==> src/rtl/multicycle_ctrl.sv <==
// Multicycle MIPS-subset control unit: a five-state FSM that decodes the
// latched instruction into datapath selects and counts retired instructions.
module multicycle_ctrl #(
    parameter int CNT_W = 32
) (
    input  logic             clk,
    input  logic             reset,
    input  logic [31:0]      instr,
    input  logic             IsEq,
    input  logic             DMReady,
    output logic             IRWe,
    output logic             PCWe,
    output logic             DMReq,
    output logic             WeGRF,
    output logic             WeDM,
    output logic [1:0]       RegDst,
    output logic [1:0]       WhichToReg,
    output logic             ALUSrc,
    output logic             IsSignExt,
    output logic             IsBranchType,
    output logic             IsJType,
    output logic             IsJr,
    output logic [3:0]       ALUOp,
    output logic [2:0]       State,
    output logic [CNT_W-1:0] InstrCnt
);

    typedef enum logic [2:0] {
        FETCH  = 3'd0,
        DECODE = 3'd1,
        EXEC   = 3'd2,
        MEM    = 3'd3,
        WB     = 3'd4
    } state_t;

    typedef enum logic [3:0] {
        C_ADDU, C_SUBU, C_JR, C_ORI, C_LUI, C_LW, C_SW, C_BEQ, C_J, C_JAL, C_ILLEGAL
    } iclass_t;

    state_t     state;
    state_t     next_state;
    iclass_t    iclass;
    logic [3:0] alu_op;
    logic       alu_src;
    logic       sign_ext;
    logic [CNT_W-1:0] instr_cnt;

    // Branch resolution happens in the datapath, so the equality flag and
    // the register/immediate fields are not consumed here.
    logic unused;
    assign unused = ^{IsEq, instr[25:6]};

    always_comb begin
        iclass = C_ILLEGAL;
        case (instr[31:26])
            6'h00: begin
                case (instr[5:0])
                    6'h21:   iclass = C_ADDU;
                    6'h23:   iclass = C_SUBU;
                    6'h08:   iclass = C_JR;
                    default: iclass = C_ILLEGAL;
                endcase
            end
            6'h0D:   iclass = C_ORI;
            6'h0F:   iclass = C_LUI;
            6'h23:   iclass = C_LW;
            6'h2B:   iclass = C_SW;
            6'h04:   iclass = C_BEQ;
            6'h02:   iclass = C_J;
            6'h03:   iclass = C_JAL;
            default: iclass = C_ILLEGAL;
        endcase
    end

    // ALU selects depend only on the class; EXEC, MEM and WB all reuse them.
    always_comb begin
        alu_op   = 4'd0;
        alu_src  = 1'b0;
        sign_ext = 1'b0;
        case (iclass)
            C_SUBU: alu_op = 4'd1;
            C_ORI: begin
                alu_op  = 4'd2;
                alu_src = 1'b1;
            end
            C_LUI: begin
                alu_op  = 4'd3;
                alu_src = 1'b1;
            end
            C_LW, C_SW: begin
                alu_src  = 1'b1;
                sign_ext = 1'b1;
            end
            C_BEQ:   alu_op = 4'd1;
            default: alu_op = 4'd0;
        endcase
    end

    always_ff @(posedge clk or negedge reset) begin
        if (!reset) state <= FETCH;
        else        state <= next_state;
    end

    always_comb begin
        next_state = FETCH;
        case (state)
            FETCH: next_state = DECODE;
            DECODE: begin
                case (iclass)
                    C_J, C_JR, C_ILLEGAL: next_state = FETCH;
                    C_JAL:                next_state = WB;
                    default:              next_state = EXEC;
                endcase
            end
            EXEC: begin
                case (iclass)
                    C_ADDU, C_SUBU, C_ORI, C_LUI: next_state = WB;
                    C_LW, C_SW:                   next_state = MEM;
                    default:                      next_state = FETCH;
                endcase
            end
            MEM: begin
                if (!DMReady && (iclass == C_LW || iclass == C_SW)) next_state = MEM;
                else if (iclass == C_LW)                            next_state = WB;
                else                                                next_state = FETCH;
            end
            WB:      next_state = FETCH;
            default: next_state = FETCH;
        endcase
    end

    // Reset gates every control output so nothing fires while held in FETCH.
    always_comb begin
        IRWe         = 1'b0;
        PCWe         = 1'b0;
        DMReq        = 1'b0;
        WeGRF        = 1'b0;
        WeDM         = 1'b0;
        RegDst       = 2'd0;
        WhichToReg   = 2'd0;
        ALUSrc       = 1'b0;
        IsSignExt    = 1'b0;
        IsBranchType = 1'b0;
        IsJType      = 1'b0;
        IsJr         = 1'b0;
        ALUOp        = 4'd0;
        if (reset) begin
            case (state)
                FETCH: IRWe = 1'b1;
                DECODE: begin
                    case (iclass)
                        C_J: begin
                            PCWe    = 1'b1;
                            IsJType = 1'b1;
                        end
                        C_JR: begin
                            PCWe = 1'b1;
                            IsJr = 1'b1;
                        end
                        C_ILLEGAL: PCWe = 1'b1;
                        default:   PCWe = 1'b0;
                    endcase
                end
                EXEC: begin
                    ALUOp     = alu_op;
                    ALUSrc    = alu_src;
                    IsSignExt = sign_ext;
                    if (iclass == C_BEQ) begin
                        PCWe         = 1'b1;
                        IsBranchType = 1'b1;
                    end
                end
                MEM: begin
                    DMReq     = 1'b1;
                    ALUOp     = alu_op;
                    ALUSrc    = alu_src;
                    IsSignExt = sign_ext;
                    WeDM      = (iclass == C_SW) && DMReady;
                    PCWe      = (iclass == C_SW) && DMReady;
                end
                WB: begin
                    WeGRF     = 1'b1;
                    PCWe      = 1'b1;
                    ALUOp     = alu_op;
                    ALUSrc    = alu_src;
                    IsSignExt = sign_ext;
                    case (iclass)
                        C_LW: begin
                            RegDst     = 2'd1;
                            WhichToReg = 2'd1;
                        end
                        C_ORI, C_LUI: RegDst = 2'd1;
                        C_JAL: begin
                            RegDst     = 2'd2;
                            WhichToReg = 2'd2;
                            IsJType    = 1'b1;
                        end
                        default: RegDst = 2'd0;
                    endcase
                end
                default: IRWe = 1'b0;
            endcase
        end
    end

    always_ff @(posedge clk or negedge reset) begin
        if (!reset)    instr_cnt <= '0;
        else if (PCWe) instr_cnt <= instr_cnt + CNT_W'(1);
    end

    assign State    = state;
    assign InstrCnt = instr_cnt;

endmodule

==> config.mk <==
export PLATFORM = sky130hd
export DESIGN_NAME = multicycle_ctrl
export DESIGN_NICKNAME = d
export VERILOG_FILES = /design/src/rtl/multicycle_ctrl.sv
export SDC_FILE = /design/constraint.sdc
export NUM_CORES = 1
export LEC_CHECK = 0
export CAP_MARGIN = 20
export CORE_MARGIN = 1.5
export CORE_UTILIZATION = 47
export CTS_CLUSTER_SIZE = 10
export DETAILED_ROUTE_END_ITERATION = 6
export PLACE_DENSITY_LB_ADDON = 0.25
export SLEW_MARGIN = 0
export SYNTH_ARGS = -nofsm -noshare
export SYNTH_HDL_FRONTEND = slang
export SYNTH_SLANG_ARGS = --single-unit
==> constraint.sdc <==
create_clock -name clk -period 6.19 [get_ports clk]
set_input_delay 1.238 -clock clk [delete_from_list [all_inputs] [get_ports clk]]
set_output_delay 1.238 -clock clk [all_outputs]
set_load 0.005 [all_outputs]
==> impl_results.md, run 1 <==
- Post-DP HPWL: 3.626 mm
- Cell mode on critical path: clkdlybuf4s50_1
- Die X: 71.02 µm
- Hold Vio Cnt, Final: 0
- Mean post-synth cell area: 9.254 µm²
- Synth warnings: 0
- RSZ-0062 raised after global routing: no
- Clk Latency, worst-skew pair: 0.29 ns
- Clk_skew: 0.003979 ns
- Place WS: 1.043 ns
- Sequential-to-total area share from yosys stat: 40.28%
- Critical path's top delay family: buffers and inverters
- CTS Buffer Depth: 2
- Vias in the first global route: 1737
- Initial DRC count: 149
- Global-route wire length before repair: 8.445 mm
- Max_cap viols: 0
- Overall routing resource usage: 20.92%
- Core region area: 0.004414 mm²
- PnR worst setup slack: 0.9947 ns
- Worst min path class: flop to flop
- Placed cell count: 343
- Initial core utilization: 49.26%
- Post-route setup TNS: 0 ns
- Crit path DAT: 3.96 ns
- Hold WS: 0.4629 ns
- Worst vdd ir: 0.1864 mV
- Fin cells: 349
- DRC Markers: 0
- Post-Syn Instances: 235
- Fin. max-slew vios: 0
- Worst-margin pin slew: 0.5647 ns
- P_leak: 1.289 nW
- GR Util met1: 30.66%
- GR met3 Demand/Resource: 6.553%
- Max stage delay on crit path: 0.70 ns
- Routed wire per std cell: 14.25 µm
- Global route overflow: 0
- Syn-to-layout area delta: 33.08%
- Worst Path Max Fanout: 9
- Cell-by-cell trace of the critical path: clkdlybuf4s50_1, nand2_1, nor4_1, a311o_1, o221a_2, o31ai_4, inv_2, clkdlybuf4s50_1
- Crit end category: output pin
- Post-cts sizing count: 0
- Die Area: 0.005044 mm²
- Number of synthesized register bits: 35
- Antenna viol nets, final: 0
- Post CTS Setup Buffer Count: 0
- Die height: 71.02 µm
- Mapped cell area: 0.002175 mm²
- Clock root buffer: clkbuf_8
- Layout cells sized above 1: 7.071%
- Finished Cell Area: 0.002894 mm²
- # clock sinks: 35
- Via-to-Cell Ratio: 5.484
- DRT Pass-1 Iters: 4
- Placed cell area: 0.002821 mm²
- Gr busiest metal: met1
- Main flop type after synthesis: dfrtp_1
- Largest net degree at the start of global routing: 28
- Via count: 1914
- Worst EP required: 4.95 ns
- Post-synth EDFFs: 0
- Antenna diodes: 0
- Status: complete, no violations
- Fin crit share: 83.93%
- CTS tree: yes
- Final WL: 4.973 mm
- Clk slew on worst S/H paths: 0.06 ns
- M2 GR Usage: 29.70%
- F_max: 192.5 MHz
- Worst setup path class: input port to output pin
- H-tree depth: 2
- Total power: 572.6 µW
- Post-layout net count: 335
- WP buf/inv: 3
- Yosys cell types: 49
- Initial antenna violation count: 0
- Max_slew headroom: 62.25%
- I/O Pins: 89
- Crit path launch type: input port
- Power density over cell area: 197.8 mW/mm²
- I/O Buffers: 65
- Endpoints failing setup: 0
- Ys async rst share: 100.0%
- Util after Layout: 65.56%
- Row cnt: 24
- Hold-fix buffers, CTS: 0
- CTS buffer count: 5
- Gpl congestion: 0.8497
- Post-route minimum period: 5.195 ns
- Slowest-stage cell, CP: clkdlybuf4s50_1
-- state kept, by name (all words and copies together) (netlist names) --
name,flops
InstrCnt,32
State,3
-- power by group --
part	switching (mW)	internal (mW)	total [mW]	leakage (nW)
Combinational	0.0700	0.0796	0.150	0.788
Clock	0.0743	0.0748	0.149	0.0371
Sequential	0.0272	0.247	0.274	0.465
-- per-layer routing --
metal | vias to the layer above | wire, µm | share of wire, %
met4 | 0 | 48 | 0.97
li1 | 959 | - | -
met1 | 900 | 2440 | 49
met2 | 51 | 2209 | 44
met3 | 4 | 276 | 5.5
met5 | - | 0 | 0
-- synth_stat cells, types with 2 or more instances --
| cell | count | area share (%) |
|---|---|---|
| dfrtp_1 | 35 | 40 |
| nand2_1 | 27 | 4.7 |
| xor2_1 | 24 | 9.7 |
| nor2_1 | 18 | 3.1 |
| nor3_1 | 16 | 3.7 |
| nand3_1 | 13 | 3.0 |
| and3_1 | 8 | 2.3 |
| nor4_1 | 8 | 2.3 |
| xnor2_1 | 8 | 3.2 |
| a21oi_1 | 6 | 1.4 |
| and2_1 | 5 | 1.4 |
| buf_4 | 5 | 1.7 |
| inv_1 | 5 | 0.86 |
| nor4b_1 | 4 | 1.6 |
| and4_1 | 3 | 1.2 |
| buf_2 | 3 | 0.69 |
| nand2b_1 | 3 | 0.86 |
| nor2b_1 | 3 | 0.86 |
| o21ai_0 | 3 | 0.69 |
| and4b_1 | 2 | 0.92 |
| buf_6 | 2 | 1.0 |
| clkbuf_1 | 2 | 0.35 |
| nand4_1 | 2 | 0.58 |
| nor3b_1 | 2 | 0.69 |
| nor4_2 | 2 | 1.2 |
| o32ai_1 | 2 | 0.81 |
| or2_2 | 2 | 0.58 |
-- final timing paths --
path | startpoint | endpoint | slack [ns] | depth (start not counted)
worst min register to register | InstrCnt[31] | InstrCnt[31] | 0.46 | 1
max in group asynchronous | reset | InstrCnt[30] | 4.70 | 2
worst min-delay path | InstrCnt[31] | InstrCnt[31] | 0.46 | 1
worst max register to register | State[0] | InstrCnt[26] | 3.51 | 7
worst max-delay path | instr[26] | PCWe | 0.99 | 8
min in group asynchronous | reset | InstrCnt[5] | 0.85 | 1
-- cell type report --
class / instances / area (µm²)
timing repair buffer: 67 / 660.6
multi-input combinational: 183 / 1197
inverter: 6 / 22.52
tap: 52 / 65.06
clock buffer: 6 / 72.57
fill: 403 / 1520
sequential: 35 / 875.8
-- kinds of logic after synthesis --
logic type	count (synthesis)	synth area share (%)
compound gates	23	8.516
xor+xnor	32	12.89
fa+ha+maj	1	0.5753
buf+inv	18	4.833
flops	35	40.28
other cells	1	0.1724
simple gates	125	32.74
-- placed cells by master (no fill, tap or decap), drive strengths merged, types with 2 or more instances in the layout --
| cell type | Yosys | final |
|---|---|---|
| buf | 10 | 3 |
| clkdlybuf4s50 | 0 | 64 |
| xnor2 | 8 | 8 |
| nor2b | 3 | 3 |
| nor2 | 18 | 18 |
| nand2 | 27 | 27 |
| inv | 6 | 6 |
| or2 | 2 | 2 |
| conb | 1 | 2 |
| and3 | 8 | 8 |
| nor4 | 11 | 11 |
| xor2 | 24 | 24 |
| clkbuf | 2 | 6 |
| o31ai | 2 | 2 |
| nor4b | 4 | 4 |
| nor3 | 17 | 17 |
| dfrtp | 35 | 35 |
| a21oi | 6 | 6 |
| and4b | 2 | 2 |
| nor3b | 2 | 2 |
| nand4 | 2 | 2 |
| nand2b | 3 | 3 |
| o32ai | 2 | 2 |
| o21ai | 3 | 3 |
| and2 | 5 | 5 |
| and4 | 3 | 3 |
| nand3 | 13 | 13 |
No activity file was read; power rests on OpenSTA's default activity.
==> inputs of run 2 (changes only) <==
Settings changed: CORE_UTILIZATION 47 to 39.
Clock period 6.19 ns to 4.75 ns, I/O delays scaled along.
==> run 2 against run 1 <==
Via count up 0.21%. Critical path depth unchanged. Largest power group unchanged. Die area up 20%. Global-route usage down 3.2 points.
==> impl_results.md, run 2 (synthesized netlist as in run 1, its figures left out) <==
- Status: complete, no violations
- Layout cells sized above 1: 8.911% (+1.8 points)
- CP Capture Point: PCWe
- Hold-fix buffers, CTS: 0 (unchanged)
- I/O Pins: 89 (unchanged)
- Crit end category: output pin
- Finished Cell Area: 0.002977 mm² (+2.9%)
- Fin crit share: 91.85%
- WP buf/inv: 3 (unchanged)
- Initial antenna violation count: 0 (unchanged)
- Util after Layout: 54.73% (-11 points)
- Hold Vio Cnt, Final: 0 (unchanged)
- Leading cell types in the layout, fill and taps excluded: clkdlybuf4s50_1, dfrtp_1, nand2_1
- Clock root buffer: clkbuf_8
- Post-cts sizing count: 0 (unchanged)
- Cell mode on critical path: clkdlybuf4s50_1
- Worst setup path class: input port to output pin
- Post-route setup TNS: 0 ns (unchanged)
- RR Startpoint: State[0]
- Placed cell area: 0.002877 mm² (+2.0%)
- H-tree depth: 2 (unchanged)
- DRT Pass-1 Iters: 4 (unchanged)
- Initial DRC count: 106 (-29%)
- Post-layout net count: 339 (+1.2%)
- Clk_skew: 0.005999 ns (+0.002020 ns)
- Core region area: 0.005439 mm² (+23%)
- Max_slew headroom: 63.63% (+1.4 points)
- F_max: 229.2 MHz
- CTS buffer count: 5 (unchanged)
- DRC Markers: 0 (unchanged)
- Via count: 1918 (+0.21%)
- Final WL: 5.065 mm (+1.8%)
- Crit path DAT: 3.41 ns (-0.55 ns)
- Clk Latency, worst-skew pair: 0.29 ns (about the same)
- # clock sinks: 35 (unchanged)
- R2R setup slack: 2.13 ns (-1.38 ns)
- Critical path startpoint: instr[26]
- CTS tree: yes
- Worst EP required: 3.80 ns (-1.15 ns)
- Fin. max-slew vios: 0 (unchanged)
- Initial core utilization: 39.98% (-9.3 points)
- Cell-by-cell trace of the critical path: clkdlybuf4s50_1, nand2_1, nor4_1, a311o_1, o221a_2, o31ai_4, inv_2, clkdlybuf4s50_1
- Die X: 77.67 µm (+9.4%)
- Max stage delay on crit path: 0.61 ns (-0.09 ns)
- I/O Buffers: 65 (unchanged)
- Row cnt: 27 (+13%)
- Endpoints failing setup: 0 (unchanged)
- Max_cap viols: 0 (unchanged)
- Worst Path Max Fanout: 8 (-1)
- CTS Buffer Depth: 2 (unchanged)
- Worst vdd ir: 0.2120 mV (+14%)
- Worst min path class: flop to flop
- Global-route wire length before repair: 8.652 mm (+2.5%)
- Via-to-Cell Ratio: 5.115 (-6.7%)
- Slowest-stage cell, CP: clkdlybuf4s50_1
- Syn-to-layout area delta: 36.88%
- RSZ-0062 raised after global routing: no
- Die Area: 0.006033 mm² (+20%)
- P_leak: 1.324 nW (+2.6%)
- Total power: 794.8 µW (+39%)
- Post CTS Setup Buffer Count: 0 (unchanged)
- RR Endpoint: InstrCnt[27]
- Post-route minimum period: 4.363 ns
- Post-DP HPWL: 3.686 mm (+1.6%)
- Routed wire per std cell: 13.51 µm (-5.2%)
- Largest net degree at the start of global routing: 28 (unchanged)
- Overall routing resource usage: 17.69% (-3.2 points)
- Worst-margin pin slew: 0.5440 ns (-0.02073 ns)
- WP depth: 8 (unchanged)
- Antenna viol nets, final: 0 (unchanged)
- Gpl congestion: 0.8534 (+0.44%)
- Vias in the first global route: 1791 (+3.1%)
- Hold WS: 0.4728 ns (+0.009903 ns)
- Global route overflow: 0 (unchanged)
- Critical path's top delay family: buffers and inverters
- Max reg flops: 32 (unchanged)
- Path depth of the worst reg2reg path: 7 (unchanged)
- Antenna diodes: 0 (unchanged)
- Most common cell after layout, fill and taps aside: clkdlybuf4s50_1
- Clk slew on worst S/H paths: 0.07 ns (about the same)
- Crit path launch type: input port
- Power density over cell area: 267.0 mW/mm² (+35%)
- Die height: 77.67 µm (+9.4%)
run 2: routing by layer:
metal  vias up  track usage (%)  share of wire [%]  wire, µm
li1        964                -                  -         -
met1       900            25.61                 48      2452
met2        49            26.09                 45      2271
met3         5            4.000                5.9       297
met4         0            5.455               0.87        44
met5         -                0                  0         0
run 2: how the worst min path moves through the flow:
stage,start,to,cells past startpoint
final,InstrCnt[31],InstrCnt[31],1
after global routing,InstrCnt[18],InstrCnt[18],1
after CTS,InstrCnt[31],InstrCnt[31],1
after detailed placement,InstrCnt[31],InstrCnt[31],1
after global placement,InstrCnt[31],InstrCnt[31],1
after floorplan,InstrCnt[31],InstrCnt[31],1
run 2: stage by stage:
step                instances  worst slack (ns)
floorplan                 236             1.371
global placement          367            0.3735
detailed placement        367            0.3969
CTS                       375            0.3878
global route              375            0.2435
finish                    375            0.3869
run 2: final cells by class:
type                       instances  area, µm²
fill                             519       2462
timing repair buffer              71      690.7
clock buffer                       8      100.1
sequential                        35      875.8
multi-input combinational        183       1197
tap                               72      90.09
inverter                           6      22.52
run 2: power by group:
group	switching [mW]	total [mW]	internal, mW
sequential	0.0370	0.358	0.321
clock	0.103	0.236	0.132
combinational	0.0931	0.201	0.108
